$ cat src/rtl/dds_mod_core.sv
`default_nettype none
// ============================================================================
// dds_mod_core : multi-mode DDS core (carrier / AM / FM / PM / tone) with
//                sample-aligned shadow config and a fixed 4-stage pipeline.
// Rev 1.0
// ============================================================================
module dds_mod_core #(
    parameter int ACC_W  = 32,
    parameter int OUT_W  = 16,
    parameter int LUT_AW = 8,
    parameter int MA_W   = 4
) (
    input  logic                    clk,
    input  logic                    rst,
    input  logic                    en,
    input  logic                    cfg_load,
    input  logic [2:0]              cfg_mode,
    input  logic [ACC_W-1:0]        cfg_fc,
    input  logic [ACC_W-1:0]        cfg_fs,
    input  logic [ACC_W-1:0]        cfg_fd,
    input  logic [MA_W-1:0]         cfg_ma,
    input  logic                    cfg_sync,
    output logic                    cfg_ack,
    output logic signed [OUT_W-1:0] sig_out,
    output logic                    sig_valid
);

    localparam logic [2:0] c_MODE_CAR  = 3'd0;
    localparam logic [2:0] c_MODE_AM   = 3'd1;
    localparam logic [2:0] c_MODE_FM   = 3'd2;
    localparam logic [2:0] c_MODE_PM   = 3'd3;
    localparam logic [2:0] c_MODE_TONE = 3'd4;
    localparam int         c_PW        = ACC_W + OUT_W;
    localparam int         c_MW        = 2*OUT_W + MA_W + 2;

    // Quarter-wave table entry, evaluated at elaboration by a Taylor series.
    function automatic logic [OUT_W-1:0] f_lut(input int k);
        real x, term, s;
        x    = 3.14159265358979323846 * (real'(k) + 0.5) / real'(2**(LUT_AW+1));
        s    = x;
        term = x;
        for (int n = 1; n < 12; n++) begin
            term = -term * x * x / real'((2*n) * (2*n + 1));
            s    = s + term;
        end
        return OUT_W'($rtoi(s * real'(2**(OUT_W-1) - 1) + 0.5));
    endfunction

    logic signed [OUT_W-1:0] w_lut [2**LUT_AW];

    for (genvar k = 0; k < 2**LUT_AW; k++) begin : g_lut
        localparam logic signed [OUT_W-1:0] c_LUT_VAL = f_lut(k);
        assign w_lut[k] = c_LUT_VAL;
    end

    // Shadow / active configuration
    logic [2:0]       r_sh_mode, r_mode;
    logic [ACC_W-1:0] r_sh_fc, r_sh_fs, r_sh_fd, r_fc, r_fs, r_fd;
    logic [MA_W-1:0]  r_sh_ma, r_ma;
    logic             r_sh_sync, r_pend, r_ack;

    // Accumulators and modulating-sample feedback
    logic [ACC_W-1:0]        r_ph_c, r_ph_m;
    logic signed [OUT_W-1:0] r_mq;

    // Pipeline
    logic                    r_v1, r_v2, r_v3, r_vo;
    logic [LUT_AW+1:0]       r_p1_c, r_p1_m;
    logic [2:0]              r_mode1, r_mode2, r_mode3;
    logic [MA_W-1:0]         r_ma1, r_ma2, r_ma3;
    logic [LUT_AW-1:0]       r_i2_c, r_i2_m;
    logic                    r_neg2_c, r_neg2_m;
    logic signed [OUT_W-1:0] r_c3, r_m3, r_out;

    logic                    w_apply;
    logic signed [c_PW-1:0]  w_mq_ext, w_fd_ext, w_prod;
    logic [ACC_W-1:0]        w_dev, w_inc, w_phc_look;
    logic signed [OUT_W-1:0] w_sin_c, w_sin_m, w_mix;
    logic signed [c_MW-1:0]  w_c_ext, w_m_ext, w_ma_ext, w_cm, w_am;

    // A load in the same cycle as en defers the apply to the next en.
    assign w_apply = en & r_pend & ~cfg_load;

    assign w_mq_ext   = {{ACC_W{r_mq[OUT_W-1]}}, r_mq};
    assign w_fd_ext   = {{OUT_W{1'b0}}, r_fd};
    assign w_prod     = w_mq_ext * w_fd_ext;
    assign w_dev      = ACC_W'(w_prod >>> (OUT_W-1));
    assign w_inc      = (r_mode == c_MODE_FM) ? r_fc + w_dev : r_fc;
    assign w_phc_look = r_ph_c + ((r_mode == c_MODE_PM) ? w_dev : '0);

    assign w_sin_c = r_neg2_c ? -w_lut[r_i2_c] : w_lut[r_i2_c];
    assign w_sin_m = r_neg2_m ? -w_lut[r_i2_m] : w_lut[r_i2_m];

    assign w_c_ext  = {{(c_MW-OUT_W){r_c3[OUT_W-1]}}, r_c3};
    assign w_m_ext  = {{(c_MW-OUT_W){r_m3[OUT_W-1]}}, r_m3};
    assign w_ma_ext = {{(c_MW-MA_W){1'b0}}, r_ma3};
    assign w_cm     = w_c_ext * w_m_ext;
    assign w_am     = ((w_c_ext <<< MA_W) + (w_cm >>> (OUT_W-1)) * w_ma_ext) >>> (MA_W+1);

    always_comb begin
        w_mix = '0;
        case (r_mode3)
            c_MODE_CAR, c_MODE_FM, c_MODE_PM: w_mix = r_c3;
            c_MODE_AM:                        w_mix = OUT_W'(w_am);
            c_MODE_TONE:                      w_mix = r_m3;
            default:                          w_mix = '0;
        endcase
    end

    always_ff @(posedge clk) begin
        if (rst) begin
            r_sh_mode <= '0; r_sh_fc <= '0; r_sh_fs <= '0; r_sh_fd <= '0;
            r_sh_ma   <= '0; r_sh_sync <= 1'b0; r_pend <= 1'b0; r_ack <= 1'b0;
            r_mode    <= '0; r_fc <= '0; r_fs <= '0; r_fd <= '0; r_ma <= '0;
            r_ph_c    <= '0; r_ph_m <= '0; r_mq <= '0;
            r_v1      <= 1'b0; r_v2 <= 1'b0; r_v3 <= 1'b0; r_vo <= 1'b0;
            r_p1_c    <= '0; r_p1_m <= '0; r_mode1 <= '0; r_ma1 <= '0;
            r_i2_c    <= '0; r_i2_m <= '0; r_neg2_c <= 1'b0; r_neg2_m <= 1'b0;
            r_mode2   <= '0; r_ma2 <= '0;
            r_c3      <= '0; r_m3 <= '0; r_mode3 <= '0; r_ma3 <= '0;
            r_out     <= '0;
        end else begin
            if (cfg_load) begin
                r_sh_mode <= cfg_mode; r_sh_fc <= cfg_fc; r_sh_fs <= cfg_fs;
                r_sh_fd   <= cfg_fd;   r_sh_ma <= cfg_ma; r_sh_sync <= cfg_sync;
                r_pend    <= 1'b1;
            end else if (w_apply) begin
                r_pend <= 1'b0;
            end
            if (w_apply) begin
                r_mode <= r_sh_mode; r_fc <= r_sh_fc; r_fs <= r_sh_fs;
                r_fd   <= r_sh_fd;   r_ma <= r_sh_ma;
            end
            r_ack <= w_apply;

            // The applying tick still advances with the old active config.
            if (en) begin
                if (w_apply && r_sh_sync) begin
                    r_ph_c <= '0;
                    r_ph_m <= '0;
                end else begin
                    r_ph_c <= r_ph_c + w_inc;
                    r_ph_m <= r_ph_m + r_fs;
                end
            end

            r_v1    <= en;
            r_p1_c  <= (LUT_AW+2)'(w_phc_look >> (ACC_W-LUT_AW-2));
            r_p1_m  <= (LUT_AW+2)'(r_ph_m >> (ACC_W-LUT_AW-2));
            r_mode1 <= r_mode;
            r_ma1   <= r_ma;

            r_v2     <= r_v1;
            r_i2_c   <= r_p1_c[LUT_AW-1:0] ^ {LUT_AW{r_p1_c[LUT_AW]}};
            r_i2_m   <= r_p1_m[LUT_AW-1:0] ^ {LUT_AW{r_p1_m[LUT_AW]}};
            r_neg2_c <= r_p1_c[LUT_AW+1];
            r_neg2_m <= r_p1_m[LUT_AW+1];
            r_mode2  <= r_mode1;
            r_ma2    <= r_ma1;

            r_v3    <= r_v2;
            r_c3    <= w_sin_c;
            r_m3    <= w_sin_m;
            r_mode3 <= r_mode2;
            r_ma3   <= r_ma2;
            if (r_v2) begin
                r_mq <= w_sin_m;
            end

            r_vo <= r_v3;
            if (r_v3) begin
                r_out <= w_mix;
            end
        end
    end

    assign cfg_ack   = r_ack;
    assign sig_out   = r_out;
    assign sig_valid = r_vo;

endmodule
`default_nettype wire

$ cat config.mk
export PLATFORM = sky130hd
export DESIGN_NAME = dds_mod_core
export DESIGN_NICKNAME = d
export VERILOG_FILES = /design/src/rtl/dds_mod_core.sv
export SDC_FILE = /design/constraint.sdc
export NUM_CORES = 2
export LEC_CHECK = 0
export CAP_MARGIN = 30
export CORE_UTILIZATION = 45
export DETAILED_ROUTE_END_ITERATION = 12
export GPL_ROUTABILITY_DRIVEN = 1
export PLACE_DENSITY_LB_ADDON = 0.1
export SYNTH_ARGS = -nofsm -noshare
export SYNTH_HDL_FRONTEND = slang
export SYNTH_SLANG_ARGS = --single-unit
$ cat constraint.sdc
create_clock -name clk -period 10.1 [get_ports clk]
set_clock_uncertainty 0.2 [all_clocks]
set_input_delay 2.02 -clock clk [delete_from_list [all_inputs] [get_ports clk]]
set_output_delay 2.02 -clock clk [all_outputs]
set_load 0.02 [all_outputs]
==> flow_metrics.env <==
export IMPL_status="finished, violations left"
export IMPL_violations="setup timing"
export IMPL_finalPower_w=0.00422
export IMPL_end_kind="flop"
export IMPL_synth_edf_count=0
export IMPL_cts_root_buf="clkbuf_16"
export IMPL_final_nets=8497
export IMPL_grt_pass1_wl_um=288000
export IMPL_ir_worst_vdd_mv=0.130
export IMPL_wl_met2_um=84200
export IMPL_fin_crit_ps=10490
export IMPL_tns_ps=-1650
export IMPL_pre_cts_slack_ps=-912
export IMPL_vias_per_cell=5.49
export IMPL_setup_viol=7
export IMPL_area_growth_pct=17.9
export IMPL_min_period_over_period=1.04
export IMPL_htree_num_levels=2
export IMPL_grt_max_degree=163
export IMPL_synth_area_top_cells="fa_1 26%, dfxtp_1 14%, ha_1 10%, inv_1 6.6%, nand2_1 6.4%"
export IMPL_start_util=0.456
export IMPL_setup_ws_ps=-389
export IMPL_drt_first_pass_iters=8
export IMPL_holdPathEnd="r_ma3[1]$_SDFF_PP0_"
export IMPL_synth_top_cell_by_area="fa_1"
export IMPL_cts_hold_buf=0
export IMPL_reg2regPathDepth=43
export IMPL_wl_met1_um=81200
export IMPL_yosys_cell_types_count=92
export IMPL_rsz0062_at_grt="yes"
export IMPL_grt_ovfl_total=0
export IMPL_drv_cap=0
export IMPL_mostFrequentLayoutCell="inv_1"
export IMPL_synthFlopType="dfxtp_1"
export IMPL_drc=0
export IMPL_die_h_um=354
export IMPL_core_area_um2=122000
export IMPL_startpoint="r_m3[3]$_SDFF_PP0_"
export IMPL_grt_pass1_vias=49800
export IMPL_p_per_area_nw_per_um2=64.1
export IMPL_fmax_mhz=95.3
export IMPL_crit_type="reg -> reg"
export IMPL_cp_arrival_ps=10840
export IMPL_final_cell_mix="958 x inv_1, 944 x nand2_1, 729 x fa_1, 602 x buf_4, 426 x ha_1"
export IMPL_hold_path_depth=1
export IMPL_antenna_found_initial=1
export IMPL_clock_latency_ps=670
export IMPL_relSlewSlack=0.382
export IMPL_port_buffers=125
export IMPL_worstHoldStart="r_ma2[1]$_SDFF_PP0_"
export IMPL_ys_seq_area_frac=0.144
export IMPL_hp_class="reg -> reg"
export IMPL_synthDominantCellAreaShare=0.263
export IMPL_io_pin_count=126
export IMPL_hold_viol=0
export IMPL_die_w_um=354
export IMPL_wl_per_cell_um=20.6
export IMPL_worstSetupStartpointType="flop"
export IMPL_drtAntennaViolNets=0
export IMPL_worstPathMaxFanout=5
export IMPL_syn_avg_cell_area_um2=8.24
export IMPL_hold_slack_ps=227
export IMPL_p_leak_nw=30.8
export IMPL_clock_sinks=400
export IMPL_wirelength_um=182000
export IMPL_seq_area_um2=8120
export IMPL_top_layer_used="met5"
export IMPL_fillers=11700
export IMPL_synth_nets=8057
export IMPL_yosysWarnings=0
export IMPL_required_ps=10450
export IMPL_dieArea_um2=125000
export IMPL_wl_met3_um=11100
export IMPL_gp_congestion=0.988
export IMPL_post_dp_hpwl_um=142000
export IMPL_worst_pin_slew_ps=928
export IMPL_vias=48700
export IMPL_grt_total_usage=0.291
export IMPL_crit_slowest_cell="fa_2"
export IMPL_path_clk_slew_ps=70
export IMPL_drive_gt1_frac=0.146
export IMPL_multiInputGateArea_um2=43600
export IMPL_syn_inst=6768
export IMPL_crit_top_cell="fa_1"
export IMPL_drv_slew=0
export IMPL_worst_path_largest_cell_delay_ps=550
export IMPL_cts_buffer_depth=3
export IMPL_r2r_end="sig_out[14]$_SDFFE_PP0P_"
export IMPL_numCtsBuffers=52
export IMPL_drt_iter0_drc=3599
export IMPL_r2r_setup_slack_ps=-390
export IMPL_rows=128
export IMPL_r2r_start="r_m3[3]$_SDFF_PP0_"
export IMPL_synth_area_um2=55800
export IMPL_fin_util=0.538
export IMPL_synth_seq_cells=400
export IMPL_cts_tree="built"
export IMPL_async_reset_ff_frac=0
per-stage QoR:
stage          cell area [um2]  std cells
2_1_floorplan            56100       6768
3_3_place_gp             62300       8716
3_5_place_dp             62300       8718
4_1_cts                  64900       8843
5_1_grt                  65800       8875
6_report                 65800       8877
kinds of logic (layout without fill, tap and decap cells):
logic type	count (synthesis)	after routing	synth area share
compound gates	1225	1225	0.146
xor+xnor	208	208	0.0329
fa+ha+maj	1181	1181	0.364
buf+inv	1375	1857	0.0938
flops	400	400	0.144
mux	157	157	0.0349
other cells	0	2	0
simple gates	2222	2222	0.186
cells in the mapped netlist (16+ instances only):
cell	number
o221ai_1	17
nor2b_1	121
a211oi_1	44
a22oi_1	41
a311oi_1	16
mux2i_1	120
a21oi_1	329
dfxtp_1	400
o21ai_0	248
and2_1	345
or2_2	21
xor2_1	67
buf_2	50
o31ai_1	34
nor3_1	58
buf_1	35
fa_1	734
nand3_1	71
and3_1	23
nand2b_1	100
o21bai_1	21
mux4_2	29
xnor2_1	140
o21a_1	38
a31oi_1	56
or3_1	18
inv_1	976
o311ai_0	30
nor2_1	437
a21o_1	79
nand2_1	954
o211ai_1	62
ha_1	447
clkbuf_1	305
nand4_1	22
critical path, delay by kind of cell, from the launching register on:
family,cells,cell delay (ps)
adders and majority gates,11,4800
buffers and inverters,10,940
and+or+nand+nor,6,760
DFF,1,420
AOI/OAI and AO/OA,15,3010
xor gates and xnor gates,1,180
worst max-delay path by stage:
stage                               end  slack [ps]  cells past startpoint
2_1_floorplan  sig_out[14]$_SDFFE_PP0P_           2                     42
3_3_place_gp    r_ph_c[31]$_SDFFE_PP0P_        -790                     47
3_5_place_dp    r_ph_c[31]$_SDFFE_PP0P_        -910                     47
4_1_cts         r_ph_c[31]$_SDFFE_PP0P_        -310                     48
5_1_grt        sig_out[14]$_SDFFE_PP0P_        -820                     44
6_report       sig_out[14]$_SDFFE_PP0P_        -390                     43
report_power, final:
group          leakage, nW  switching (W)  total [W]  internal (W)
Sequential            3.28      0.0000516    0.00167       0.00162
Combinational         26.6       0.000351   0.000615      0.000264
Clock                0.848       0.000822    0.00193       0.00111
routing by layer:
metal / track usage / up-vias
met1: 0.404 / 24000
met5: 0 / -
met2: 0.474 / 1565
li1: - / 22800
met3: 0.0364 / 316
met4: 0.0894 / 2
registers in the layout, summed over array words and instances, names as in the netlist, 32 cells and up:
register and count:
r_ph_m 32, r_sh_fc 32, r_fs 32, r_ph_c 32, r_fc 32, r_fd 32, r_sh_fs 32, r_sh_fd 32
cell type report:
cell class,instances,area share
multi-input combinational,4993,0.663
clock buffer,73,0.0230
tap,1625,0.0309
sequential,400,0.123
clock inverter,23,0.00401
timing repair buffer,778,0.0992
antenna,2,0.0000761
inverter,983,0.0561
repair_timing:
item,4_1_cts,5_1_grt
pin swaps,96,95
resized for setup,140,172
endpoints found under the setup margin,21,35
hold endpoints to repair,0,0
buffers inserted,29,34
Note: power is estimated with default switching activity, not from simulation.
